<file path="src/rtl/dm_pkg.sv">
`default_nettype none
// ============================================================================
// Module   : dm_pkg
// Purpose  : Shared types and constants for the data-memory access controller.
//            Access-size codes, controller state encoding, requester index.
// Revision : 1.0 - initial release
// ============================================================================
package dm_pkg;

  // Access-size codes carried on mN_size; 2'b00 is never a legal access.
  localparam logic [1:0] SZ_BYTE = 2'b01;
  localparam logic [1:0] SZ_HALF = 2'b10;
  localparam logic [1:0] SZ_WORD = 2'b11;

  typedef enum logic [1:0] {
    ST_IDLE   = 2'd0,
    ST_ACCESS = 2'd1,
    ST_DONE   = 2'd2
  } dm_state_e;

  // Requester index: 0 = pipeline MEM stage, 1 = debug/DMA.
  typedef logic port_idx_t;

endpackage
`default_nettype wire

</file>
<file path="src/rtl/dm_lane_unit.sv">
`default_nettype none
// ============================================================================
// Module   : dm_lane_unit
// Purpose  : Combinational byte-lane logic for 32-bit data memory accesses.
//            Produces byte enables, lane-replicated store data, extracted and
//            extended load data, and an illegal/misaligned flag.
// Ports    : i_offs     - byte offset within the word (addr[1:0])
//            i_size     - access size code
//            i_sext     - sign-extend loads when 1
//            i_wdata    - right-justified store data
//            i_rdata    - raw RAM read word
//            o_be       - byte enables
//            o_wdata    - replicated store word
//            o_rdata    - extracted/extended load result
//            o_misalign - access is misaligned or of illegal size
// Revision : 1.0 - initial release
// ============================================================================
module dm_lane_unit
  import dm_pkg::*;
(
  input  logic [1:0]  i_offs,
  input  logic [1:0]  i_size,
  input  logic        i_sext,
  input  logic [31:0] i_wdata,
  input  logic [31:0] i_rdata,
  output logic [3:0]  o_be,
  output logic [31:0] o_wdata,
  output logic [31:0] o_rdata,
  output logic        o_misalign
);

  logic [7:0]  w_byte;
  logic [15:0] w_half;

  always_comb begin
    o_be       = 4'b0000;
    o_wdata    = 32'h0;
    o_rdata    = 32'h0;
    o_misalign = 1'b1;
    w_byte     = i_rdata[{i_offs, 3'b000} +: 8];
    w_half     = i_offs[1] ? i_rdata[31:16] : i_rdata[15:0];
    case (i_size)
      SZ_BYTE: begin
        o_be       = 4'b0001 << i_offs;
        o_wdata    = {4{i_wdata[7:0]}};
        o_rdata    = {{24{i_sext & w_byte[7]}}, w_byte};
        o_misalign = 1'b0;
      end
      SZ_HALF: begin
        o_be       = i_offs[1] ? 4'b1100 : 4'b0011;
        o_wdata    = {2{i_wdata[15:0]}};
        o_rdata    = {{16{i_sext & w_half[15]}}, w_half};
        o_misalign = i_offs[0];
      end
      SZ_WORD: begin
        o_be       = 4'b1111;
        o_wdata    = i_wdata;
        o_rdata    = i_rdata;
        o_misalign = (i_offs != 2'b00);
      end
      default: ;
    endcase
  end

endmodule
`default_nettype wire

</file>
<file path="src/rtl/dm_access_ctrl.sv">
`default_nettype none
// ============================================================================
// Module   : dm_access_ctrl
// Purpose  : Data-memory access controller between the MEM stage (port 0) and
//            debug/DMA (port 1) and a wait-stated data RAM. Round-robin
//            arbitration, one RAM transaction at a time, rejection of
//            misaligned/illegal accesses without touching memory.
// Ports    : clk, rst_n            - clock, async active-low reset
//            mN_req/we/size/sext/addr/wdata - requester N command (held to done)
//            mN_gnt                - accept strobe (combinational, IDLE only)
//            mN_done/err/rdata     - registered completion, error, load data
//            mem_en/we/be/addr/wdata - RAM command, valid while mem_en
//            mem_rdata, mem_ack    - RAM response
// Revision : 1.0 - initial release
// ============================================================================
module dm_access_ctrl
  import dm_pkg::*;
#(
  parameter int AW = 32
) (
  input  logic          clk,
  input  logic          rst_n,
  input  logic          m0_req,
  input  logic          m0_we,
  input  logic [1:0]    m0_size,
  input  logic          m0_sext,
  input  logic [AW-1:0] m0_addr,
  input  logic [31:0]   m0_wdata,
  output logic          m0_gnt,
  output logic          m0_done,
  output logic          m0_err,
  output logic [31:0]   m0_rdata,
  input  logic          m1_req,
  input  logic          m1_we,
  input  logic [1:0]    m1_size,
  input  logic          m1_sext,
  input  logic [AW-1:0] m1_addr,
  input  logic [31:0]   m1_wdata,
  output logic          m1_gnt,
  output logic          m1_done,
  output logic          m1_err,
  output logic [31:0]   m1_rdata,
  output logic          mem_en,
  output logic          mem_we,
  output logic [3:0]    mem_be,
  output logic [AW-1:0] mem_addr,
  output logic [31:0]   mem_wdata,
  input  logic [31:0]   mem_rdata,
  input  logic          mem_ack
);

  dm_state_e     r_state;
  port_idx_t     r_last;
  port_idx_t     r_port;
  logic          r_we;
  logic [1:0]    r_size;
  logic          r_sext;
  logic [AW-1:0] r_addr;
  logic [31:0]   r_wdata;
  logic [1:0]    r_done;
  logic [1:0]    r_err;
  logic [31:0]   r_rdata0;
  logic [31:0]   r_rdata1;

  logic          w_idle;
  logic          w_any;
  port_idx_t     w_sel;
  logic          w_in_we;
  logic [1:0]    w_in_size;
  logic          w_in_sext;
  logic [AW-1:0] w_in_addr;
  logic [31:0]   w_in_wdata;
  logic [1:0]    w_offs;
  logic [1:0]    w_size;
  logic [3:0]    w_be;
  logic [31:0]   w_st_data;
  logic [31:0]   w_ld_data;
  logic          w_misalign;

  // Arbitration: on a tie the port that was not granted last wins.
  always_comb begin
    w_idle     = (r_state == ST_IDLE);
    w_any      = m0_req | m1_req;
    w_sel      = (m0_req & m1_req) ? ~r_last : m1_req;
    w_in_we    = w_sel ? m1_we    : m0_we;
    w_in_size  = w_sel ? m1_size  : m0_size;
    w_in_sext  = w_sel ? m1_sext  : m0_sext;
    w_in_addr  = w_sel ? m1_addr  : m0_addr;
    w_in_wdata = w_sel ? m1_wdata : m0_wdata;
  end

  assign m0_gnt = w_idle & m0_req & ~w_sel;
  assign m1_gnt = w_idle & m1_req &  w_sel;

  // One lane unit serves both phases: in IDLE it judges the incoming winner's
  // legality, afterwards it works from the captured command.
  assign w_offs = w_idle ? w_in_addr[1:0] : r_addr[1:0];
  assign w_size = w_idle ? w_in_size      : r_size;

  dm_lane_unit u_lane (
    .i_offs     (w_offs),
    .i_size     (w_size),
    .i_sext     (r_sext),
    .i_wdata    (r_wdata),
    .i_rdata    (mem_rdata),
    .o_be       (w_be),
    .o_wdata    (w_st_data),
    .o_rdata    (w_ld_data),
    .o_misalign (w_misalign)
  );

  always_ff @(posedge clk or negedge rst_n) begin
    if (!rst_n) begin
      r_state  <= ST_IDLE;
      r_last   <= 1'b1;
      r_port   <= 1'b0;
      r_we     <= 1'b0;
      r_size   <= 2'b00;
      r_sext   <= 1'b0;
      r_addr   <= '0;
      r_wdata  <= 32'h0;
      r_done   <= 2'b00;
      r_err    <= 2'b00;
      r_rdata0 <= 32'h0;
      r_rdata1 <= 32'h0;
    end else begin
      r_done <= 2'b00;
      r_err  <= 2'b00;
      case (r_state)
        ST_IDLE: begin
          if (w_any) begin
            r_last  <= w_sel;
            r_port  <= w_sel;
            r_we    <= w_in_we;
            r_size  <= w_in_size;
            r_sext  <= w_in_sext;
            r_addr  <= w_in_addr;
            r_wdata <= w_in_wdata;
            if (w_misalign) begin
              r_done[w_sel] <= 1'b1;
              r_err[w_sel]  <= 1'b1;
              r_state       <= ST_DONE;
            end else begin
              r_state <= ST_ACCESS;
            end
          end
        end
        ST_ACCESS: begin
          if (mem_ack) begin
            if (!r_we) begin
              if (r_port) r_rdata1 <= w_ld_data;
              else        r_rdata0 <= w_ld_data;
            end
            r_done[r_port] <= 1'b1;
            r_state        <= ST_DONE;
          end
        end
        ST_DONE: r_state <= ST_IDLE;
        default: r_state <= ST_IDLE;
      endcase
    end
  end

  // RAM command decodes straight from the state register so an async reset
  // removes it without waiting for a clock edge.
  assign mem_en    = (r_state == ST_ACCESS);
  assign mem_we    = mem_en & r_we;
  assign mem_be    = mem_en ? w_be : 4'b0000;
  assign mem_addr  = mem_en ? {r_addr[AW-1:2], 2'b00} : '0;
  assign mem_wdata = (mem_en & r_we) ? w_st_data : 32'h0;

  assign m0_done  = r_done[0];
  assign m1_done  = r_done[1];
  assign m0_err   = r_err[0];
  assign m1_err   = r_err[1];
  assign m0_rdata = r_rdata0;
  assign m1_rdata = r_rdata1;

endmodule
`default_nettype wire

</file>
<file path="config.mk">
export PLATFORM = sky130hd
export DESIGN_NAME = dm_access_ctrl
export DESIGN_NICKNAME = d
export VERILOG_FILES = /design/src/rtl/dm_pkg.sv /design/src/rtl/dm_lane_unit.sv /design/src/rtl/dm_access_ctrl.sv
export SDC_FILE = /design/constraint.sdc
export NUM_CORES = 1
export LEC_CHECK = 0
export CAP_MARGIN = 20
export CORE_UTILIZATION = 44
export DETAILED_ROUTE_END_ITERATION = 10
export PLACE_DENSITY = 0.8
export SYNTH_ARGS = -nofsm -noshare
export SYNTH_HDL_FRONTEND = slang
export SYNTH_HIERARCHICAL = 1
export SYNTH_SLANG_ARGS = --single-unit
</file>
<file path="constraint.sdc">
create_clock -name clk -period 4.2 [get_ports clk]
set_input_delay 0.84 -clock clk [delete_from_list [all_inputs] [get_ports clk]]
set_output_delay 0.84 -clock clk [all_outputs]
set_load 0.005 [all_outputs]
</file>
==> results of run 1 <==
==> cell usage after synthesis (all sizes together) <==
library cell / instances / area [um^2]
nor3b: 2 / 26.28
or2: 1 / 6.260
nor2: 16 / 60.06
nand2: 148 / 555.5
conb: 1 / 3.750
a21boi: 1 / 11.26
o2bb2ai: 8 / 70.07
o311ai: 1 / 16.27
inv: 4 / 15.01
nand3b: 3 / 35.03
and3b: 1 / 8.760
a32oi: 1 / 8.760
nor3: 2 / 21.27
o21ai: 20 / 100.1
and2: 36 / 227.7
buf: 41 / 286.5
a211oi: 1 / 7.510
clkbuf: 41 / 153.9
a21oi: 75 / 375.4
a31oi: 73 / 581.8
mux2i: 33 / 330.3
dfstp: 1 / 26.28
and3: 34 / 212.7
dfrtp: 139 / 3478
nand3: 8 / 40.04
nand2b: 4 / 25.02
a21bo: 1 / 10.01
o21bai: 1 / 7.510
nor2b: 11 / 68.82
a22o: 10 / 96.35
mux2: 67 / 765.7
a221o: 23 / 230.2
and2b: 1 / 7.510
a21o: 1 / 7.510
nand4: 1 / 6.260
==> layout make-up <==
type	count	area share
Multi-Input combinational cell	586	0.3361
Timing Repair Buffer	344	0.2892
Inverter	4	0.001262
Sequential cell	140	0.2945
Clock inverter	13	0.01777
Tap cell	225	0.02366
Antenna cell	1	0.0002103
Clock buffer	19	0.03722
==> per-stage QoR <==
stage,setup TNS [ns],setup slack (ns),cells,power [mW]
floorplan,0,0.6406,812,5.012
global placement,0,0.07554,1292,6.982
detailed placement,-0.06411,-0.02124,1293,7.098
CTS,0,0.01613,1325,8.799
global route,-0.006896,-0.006896,1332,9.415
finish,0,0.1068,1332,8.885
==> worst max-delay path by stage <==
stage	cells after the start	startpoint	endpoint
floorplan	10	m1_req	mem_wdata[31]
global placement	9	m0_req	mem_wdata[6]
detailed placement	9	m0_req	mem_wdata[4]
CTS	9	m0_req	mem_wdata[13]
global route	10	m1_req	mem_wdata[18]
finish	10	m1_req	mem_wdata[28]
==> layer usage <==
metal,share of wire,vias up
met5,0,-
met4,0.027,0
met3,0.078,44
met2,0.50,333
met1,0.40,3582
li1,-,3462
==> flip-flops by register name, summed over array words and instances, names as in the netlist <==
name,count
m0_rdata,32
m1_rdata,32
r_addr,32
r_wdata,32
r_done,2
r_err,2
r_size,2
r_state,2
r_last,1
r_port,1
r_sext,1
r_we,1
==> worst register-to-register path, stage by stage (launching register included) <==
cell,delay (ns)
dfrtp_1,0.48
nor2_4,0.39
nor2_1,0.13
a31oi_4,0.29
buf_4,0.17
buf_4,0.10
buf_4,0.28
nand2b_1,0.37
buf_12,0.18
mux2i_1,0.21
o2bb2ai_1,0.14
mux2_2,0.28
==> power by group <==
part	leakage (nW)	internal [mW]	switching (mW)	total [mW]
logic	3.12	2.50	2.24	4.74
clock network	0.318	1.08	0.607	1.68
registers	1.70	1.97	0.495	2.46
==> timing repair <==
action | in CTS | in global routing
gates resized for setup | 1 | 4
gates cloned | 0 | 1
pin swaps | 0 | 3
endpoints found under the setup margin | 8 | 25
setup buffers | 0 | 5
==> kinds of logic (layout without fill, tap and decap cells) <==
logic type	count (synthesis)	in the layout	share of synthesized area
flops	140	140	0.4445
buf+inv	86	380	0.05777
simple gates	268	268	0.1651
other cells	1	3	0.0004757
compound gates	216	216	0.1931
mux	100	100	0.1390
==> metrics.txt, run 1 <==
# TYPE chip_impl_metric gauge
chip_impl_info{name="status",value="complete, no violations"} 1
chip_impl_metric{name="hold_viol",unit=""} 0
chip_impl_info{name="top_usage_layer",value="met2"} 1
chip_impl_metric{name="detailedPlacementHpwl",unit="um"} 19220
chip_impl_metric{name="grt.met1_usage",unit=""} 0.3583
chip_impl_info{name="timing.critical_path.to_type",value="output port"} 1
chip_impl_metric{name="path_clk_slew",unit="ns"} 0.06
chip_impl_info{name="cpMaxStageDelayCell",value="clkdlybuf4s50_1"} 1
chip_impl_metric{name="via_count",unit=""} 7421
chip_impl_metric{name="die_height",unit="um"} 135.9
chip_impl_metric{name="drt_drc_violations_left",unit=""} 0
chip_impl_metric{name="synthesis.instances",unit=""} 811
chip_impl_metric{name="powerDensity",unit="nW/um^2"} 746.7
chip_impl_metric{name="drt_iter0_markers",unit=""} 549
chip_impl_metric{name="synth.ff_latch_count",unit=""} 140
chip_impl_info{name="r2r_end",value="m0_rdata[13]"} 1
chip_impl_metric{name="synth_sequential_area_ratio",unit=""} 0.4445
chip_impl_metric{name="slew_headroom",unit=""} 0.2815
chip_impl_metric{name="drv.max_cap_violation_count",unit=""} 0
chip_impl_info{name="root_driver",value="clkbuf_16"} 1
chip_impl_metric{name="grt_antenna_before_repair",unit=""} 1
chip_impl_metric{name="cts_inserted_buffers",unit=""} 17
chip_impl_metric{name="route.final.wire_length",unit="um"} 26910
chip_impl_metric{name="min_period",unit="ns"} 4.093
chip_impl_metric{name="first_global_vias",unit=""} 7337
chip_impl_info{name="cp_cell_sequence",value="clkdlybuf4s50_1 > a21boi_4 > nand2_1 > a31oi_4 > buf_12 > buf_12 > mux2i_1 > o21ai_0 > and3_1 > clkdlybuf4s50_1"} 1
chip_impl_metric{name="drtAntennaViolNets",unit=""} 0
chip_impl_metric{name="io_pins",unit=""} 313
chip_impl_info{name="worstSetupPathType",value="in2out"} 1
chip_impl_metric{name="final_min_period_over_clock_period",unit=""} 0.9746
chip_impl_info{name="critical-path-top-delay-family",value="buffers and inverters"} 1
chip_impl_metric{name="grtUsageTotal",unit=""} 0.2937
chip_impl_metric{name="reg2reg_setup_slack",unit="ns"} 1.08
chip_impl_metric{name="start_util",unit=""} 0.4527
chip_impl_metric{name="clk-insertion-delay-late",unit="ns"} 0.42
chip_impl_metric{name="die_area",unit="um^2"} 18460
chip_impl_metric{name="cp_max_fo",unit=""} 23
chip_impl_metric{name="grt.met2_usage",unit=""} 0.4918
chip_impl_info{name="layout.cells.most_common_list",value="clkdlybuf4s50_1, nand2_1, dfrtp_1, a21oi_1, mux2_2"} 1
chip_impl_metric{name="viasPerCell",unit=""} 5.571
chip_impl_metric{name="maximum_number_of_pins_on_one_net_before_global_route_repair",unit=""} 87
chip_impl_metric{name="maxSlewViolCount",unit=""} 0
chip_impl_info{name="cts_tree",value="yes"} 1
chip_impl_metric{name="cp_slowest_stage_delay",unit="ns"} 0.52
chip_impl_metric{name="setup_viol",unit=""} 0
chip_impl_metric{name="fin_area",unit="um^2"} 11900
chip_impl_info{name="rr_startpoint",value="r_state[0]"} 1
chip_impl_metric{name="register_area",unit="um^2"} 3505
chip_impl_metric{name="number_of_core_rows",unit=""} 48
chip_impl_metric{name="timing.clock.skew",unit="ns"} 0.01210
chip_impl_metric{name="grt_pass1_wl",unit="um"} 41060
chip_impl_metric{name="p_leak",unit="nW"} 5.140
chip_impl_metric{name="drive_above_1_share",unit=""} 0.1528
chip_impl_metric{name="final_core_utilization",unit=""} 0.6833
chip_impl_metric{name="worst-slew-pin-transition",unit="ns"} 1.078
chip_impl_metric{name="core",unit="um^2"} 17420
chip_impl_metric{name="multiInputGateArea",unit="um^2"} 4000
chip_impl_metric{name="critPathArrivalTime",unit="ns"} 3.25
chip_impl_metric{name="layout-area-overhead-vs-synth",unit="%"} 50.94
chip_impl_metric{name="cts-hold-fix-buffers",unit=""} 0
chip_impl_metric{name="ctsLongestPathBuffers",unit=""} 2
chip_impl_metric{name="place_area",unit="um^2"} 11160
chip_impl_metric{name="netlist_area",unit="um^2"} 7884
chip_impl_metric{name="gp_congestion",unit=""} 0.9115
chip_impl_metric{name="buffer_ports.inserted",unit=""} 310
chip_impl_metric{name="fin_worst_hold_slack",unit="ns"} 0.4878
chip_impl_info{name="startpoint_type",value="primary input"} 1
chip_impl_metric{name="final_net_count",unit=""} 1266
chip_impl_info{name="commonest_non_fill_non_tap_cell_in_the_layout",value="clkdlybuf4s50_1"} 1
chip_impl_metric{name="routed_wire_length_per_instance",unit="um"} 20.20
chip_impl_info{name="hp-class",value="in2async"} 1
chip_impl_metric{name="met3_usage",unit=""} 0.07718
chip_impl_metric{name="synth_area_per_cell",unit="um^2"} 9.721
chip_impl_metric{name="warnings_from_yosys",unit=""} 6
chip_impl_metric{name="grt_overflow_total",unit=""} 0
chip_impl_metric{name="reg2reg_depth",unit=""} 11
chip_impl_metric{name="final.fill_count",unit=""} 1362
chip_impl_metric{name="highest_ir_drop_seen_on_vdd",unit="mV"} 0.4088
chip_impl_metric{name="drt_first_pass_iters",unit=""} 5
chip_impl_metric{name="crit_buf_inv",unit=""} 4
chip_impl_metric{name="timing.critical_path.required",unit="ns"} 3.36
chip_impl_metric{name="ys_types",unit=""} 47
chip_impl_metric{name="cts_htree_levels",unit=""} 4
chip_impl_metric{name="cts_num_sinks",unit=""} 140
chip_impl_metric{name="die_w",unit="um"} 135.9
chip_impl_metric{name="maxClockFrequency",unit="MHz"} 244.3
Power figures use the tool's default switching activity.
==> run 2: changes to the inputs <==
--- a/config.mk
+++ b/config.mk
@@ -5,7 +5,6 @@
 export SDC_FILE = /design/constraint.sdc
 export NUM_CORES = 1
 export LEC_CHECK = 0
-export CAP_MARGIN = 20
 export CORE_UTILIZATION = 44
 export DETAILED_ROUTE_END_ITERATION = 10
 export PLACE_DENSITY = 0.8
==> run 2 against run 1 <==
  * Worst hold slack worse by 0.020 ns
  * Die area stayed put
  * Via count is 0.73% higher
  * Fmax is 0.25% higher
  * Sequential power hardly changed
  * Routed wire length is 0.52% lower
  * Register-to-register slack better by 0.02 ns
==> metrics.txt, run 2 (synthesized netlist as in run 1, its figures left out) <==
# TYPE chip_impl_metric gauge
chip_impl_metric{name="die_height",unit="um"} 135.9
chip_impl_metric{name="min_period",unit="ns"} 4.083
chip_impl_metric{name="maxSlewViolCount",unit=""} 0
chip_impl_metric{name="start_util",unit=""} 0.4527
chip_impl_metric{name="cts-hold-fix-buffers",unit=""} 0
chip_impl_metric{name="place_area",unit="um^2"} 11150
chip_impl_metric{name="detailedPlacementHpwl",unit="um"} 19130
chip_impl_metric{name="switchingPower",unit="mW"} 3.325
chip_impl_metric{name="buffer_ports.inserted",unit=""} 310
chip_impl_metric{name="drv.max_cap_violation_count",unit=""} 0
chip_impl_info{name="layout.cells.most_common_list",value="clkdlybuf4s50_1, nand2_1, dfrtp_1, a21oi_1, mux2_2"} 1
chip_impl_metric{name="clk-insertion-delay-late",unit="ns"} 0.42
chip_impl_metric{name="slew_headroom",unit=""} 0.1636
chip_impl_metric{name="final.setup.tns",unit="ns"} 0
chip_impl_metric{name="path_clk_slew",unit="ns"} 0.06
chip_impl_metric{name="critPathArrivalTime",unit="ns"} 3.24
chip_impl_metric{name="number_of_core_rows",unit=""} 48
chip_impl_info{name="root_driver",value="clkbuf_16"} 1
chip_impl_metric{name="gp_congestion",unit=""} 0.9115
chip_impl_metric{name="cts_htree_levels",unit=""} 4
chip_impl_metric{name="io_pins",unit=""} 313
chip_impl_metric{name="worst-slew-pin-transition",unit="ns"} 1.250
chip_impl_metric{name="timing.clock.skew",unit="ns"} 0.01034
chip_impl_info{name="commonest_non_fill_non_tap_cell_in_the_layout",value="clkdlybuf4s50_1"} 1
chip_impl_metric{name="drt_first_pass_iters",unit=""} 6
chip_impl_metric{name="power.combinational.fraction",unit=""} 0.527
chip_impl_metric{name="power.switching_fraction",unit=""} 0.3724
chip_impl_metric{name="hold_viol",unit=""} 0
chip_impl_metric{name="first_global_vias",unit=""} 7344
chip_impl_metric{name="maxClockFrequency",unit="MHz"} 244.9
chip_impl_metric{name="final_net_count",unit=""} 1264
chip_impl_metric{name="clockPowerShare",unit=""} 0.197
chip_impl_metric{name="grt_overflow_total",unit=""} 0
chip_impl_metric{name="internal-power",unit="mW"} 5.605
chip_impl_metric{name="antenna-diode-count",unit=""} 0
chip_impl_metric{name="viasPerCell",unit=""} 5.625
chip_impl_metric{name="fin_area",unit="um^2"} 11920
chip_impl_metric{name="maximum_number_of_pins_on_one_net_before_global_route_repair",unit=""} 87
chip_impl_metric{name="cts_num_sinks",unit=""} 140
chip_impl_info{name="status",value="complete, no violations"} 1
chip_impl_metric{name="drt_iter0_markers",unit=""} 574
chip_impl_metric{name="drt_drc_violations_left",unit=""} 0
chip_impl_metric{name="grt_antenna_before_repair",unit=""} 0
chip_impl_metric{name="highest_ir_drop_seen_on_vdd",unit="mV"} 0.4072
chip_impl_info{name="worstSetupPathType",value="in2out"} 1
chip_impl_metric{name="via_count",unit=""} 7475
chip_impl_metric{name="share_seq_of_total_power",unit=""} 0.276
chip_impl_metric{name="p_leak",unit="nW"} 5.142
chip_impl_metric{name="cts_inserted_buffers",unit=""} 17
chip_impl_metric{name="powerDensity",unit="nW/um^2"} 749.4
chip_impl_metric{name="die_area",unit="um^2"} 18460
chip_impl_info{name="cts_tree",value="yes"} 1
chip_impl_metric{name="timing.critical_path.required",unit="ns"} 3.36
chip_impl_metric{name="route.final.wire_length",unit="um"} 26770
chip_impl_info{name="startpoint_type",value="primary input"} 1
chip_impl_metric{name="ctsLongestPathBuffers",unit=""} 2
chip_impl_info{name="timing.critical_path.to_type",value="output port"} 1
chip_impl_metric{name="routed_wire_length_per_instance",unit="um"} 20.14
chip_impl_metric{name="core",unit="um^2"} 17420
chip_impl_info{name="hp-class",value="in2async"} 1
chip_impl_metric{name="final_min_period_over_clock_period",unit=""} 0.9721
chip_impl_metric{name="layout-area-overhead-vs-synth",unit="%"} 51.15
chip_impl_metric{name="cp_max_fo",unit=""} 23
chip_impl_metric{name="setup_viol",unit=""} 0
chip_impl_metric{name="grt_pass1_wl",unit="um"} 40730
chip_impl_metric{name="die_w",unit="um"} 135.9
chip_impl_metric{name="grtUsageTotal",unit=""} 0.2913
chip_impl_metric{name="drive_above_1_share",unit=""} 0.1522
chip_impl_metric{name="drtAntennaViolNets",unit=""} 0
[run 2: changes by cell type in the layout (fill, tap and decap cells not counted), sizes merged]
cell	delta
buf	-2
bufinv	+1
clkinv	-1
clkinvlp	+1
diode	-1
inv	-1
[run 2: stage by stage]
step / instances / power (mW) / utilization / hold WS, ns / setup slack, ns
CTS: 1324 / 8.859 / 0.6797 / 0.4930 / 0.003871
detailed placement: 1292 / 7.084 / 0.6402 / 0.4784 / 0.01161
finish: 1329 / 8.931 / 0.6842 / 0.4680 / 0.1170
global placement: 1292 / 6.982 / 0.6402 / 0.4682 / 0.07554
floorplan: 812 / 5.012 / - / 0.4735 / 0.6406
global route: 1329 / 9.450 / 0.6842 / 0.5134 / -0.009887
[run 2: per-layer routing]
metal / share of wire / routed length [um] / vias to the layer above / GRT usage
li1: - / - / 3459 / -
met1: 0.39 / 10530 / 3624 / 0.3538
met2: 0.50 / 13400 / 348 / 0.4912
met3: 0.079 / 2117 / 44 / 0.07606
met4: 0.027 / 722 / 0 / 0.1154
met5: 0 / 0 / - / 0
[run 2: critical path, stage by stage]
cell             delay [ns]
clkdlybuf4s50_1        0.53
a21boi_4               0.22
nand2_1                0.14
a31oi_4                0.30
inv_2                  0.12
buf_12                 0.17
o21ai_0                0.17
and3_1                 0.22
clkdlybuf4s50_1        0.52
[run 2: final cells by class]
class                      count  area [um^2]
inverter                       4        15.01
timing repair buffer         342         3427
sequential                   140         3505
multi-input combinational    586         4000
fill                        1333         5500
clock buffer                  19        452.9
clock inverter                13        235.2
tap                          225        281.5
[run 2: timing repair]
| action | 4_1_cts | 5_1_grt |
|---|---|---|
| setup buffers | 0 | 4 |
| endpoints found under the hold margin | 0 | 0 |
| gates resized for setup | 0 | 6 |
| setup endpoints to repair | 0 | 33 |
[run 2: power by group through the flow]
stage,clock [mW],combinational [mW],sequential (mW)
global route,1.84,5.08,2.54
detailed placement,0,4.61,2.48
finish,1.76,4.71,2.46
CTS,1.78,4.62,2.46
floorplan,0,2.71,2.30
global placement,0,4.53,2.45
[run 2: worst paths after layout]
kind                                   from            end  slack [ns]  cells after the start
worst min register to register  m0_rdata[1]    m0_rdata[1]        0.49                      1
worst max-delay path                 m1_req  mem_wdata[18]        0.12                      9
worst min-delay path                  rst_n   m1_rdata[26]        0.47                      1
max in group asynchronous             rst_n         r_last        2.77                      2
worst max register to register   r_state[0]   m0_rdata[17]        1.10                      8
min in group clk                m0_rdata[1]    m0_rdata[1]        0.49                      1
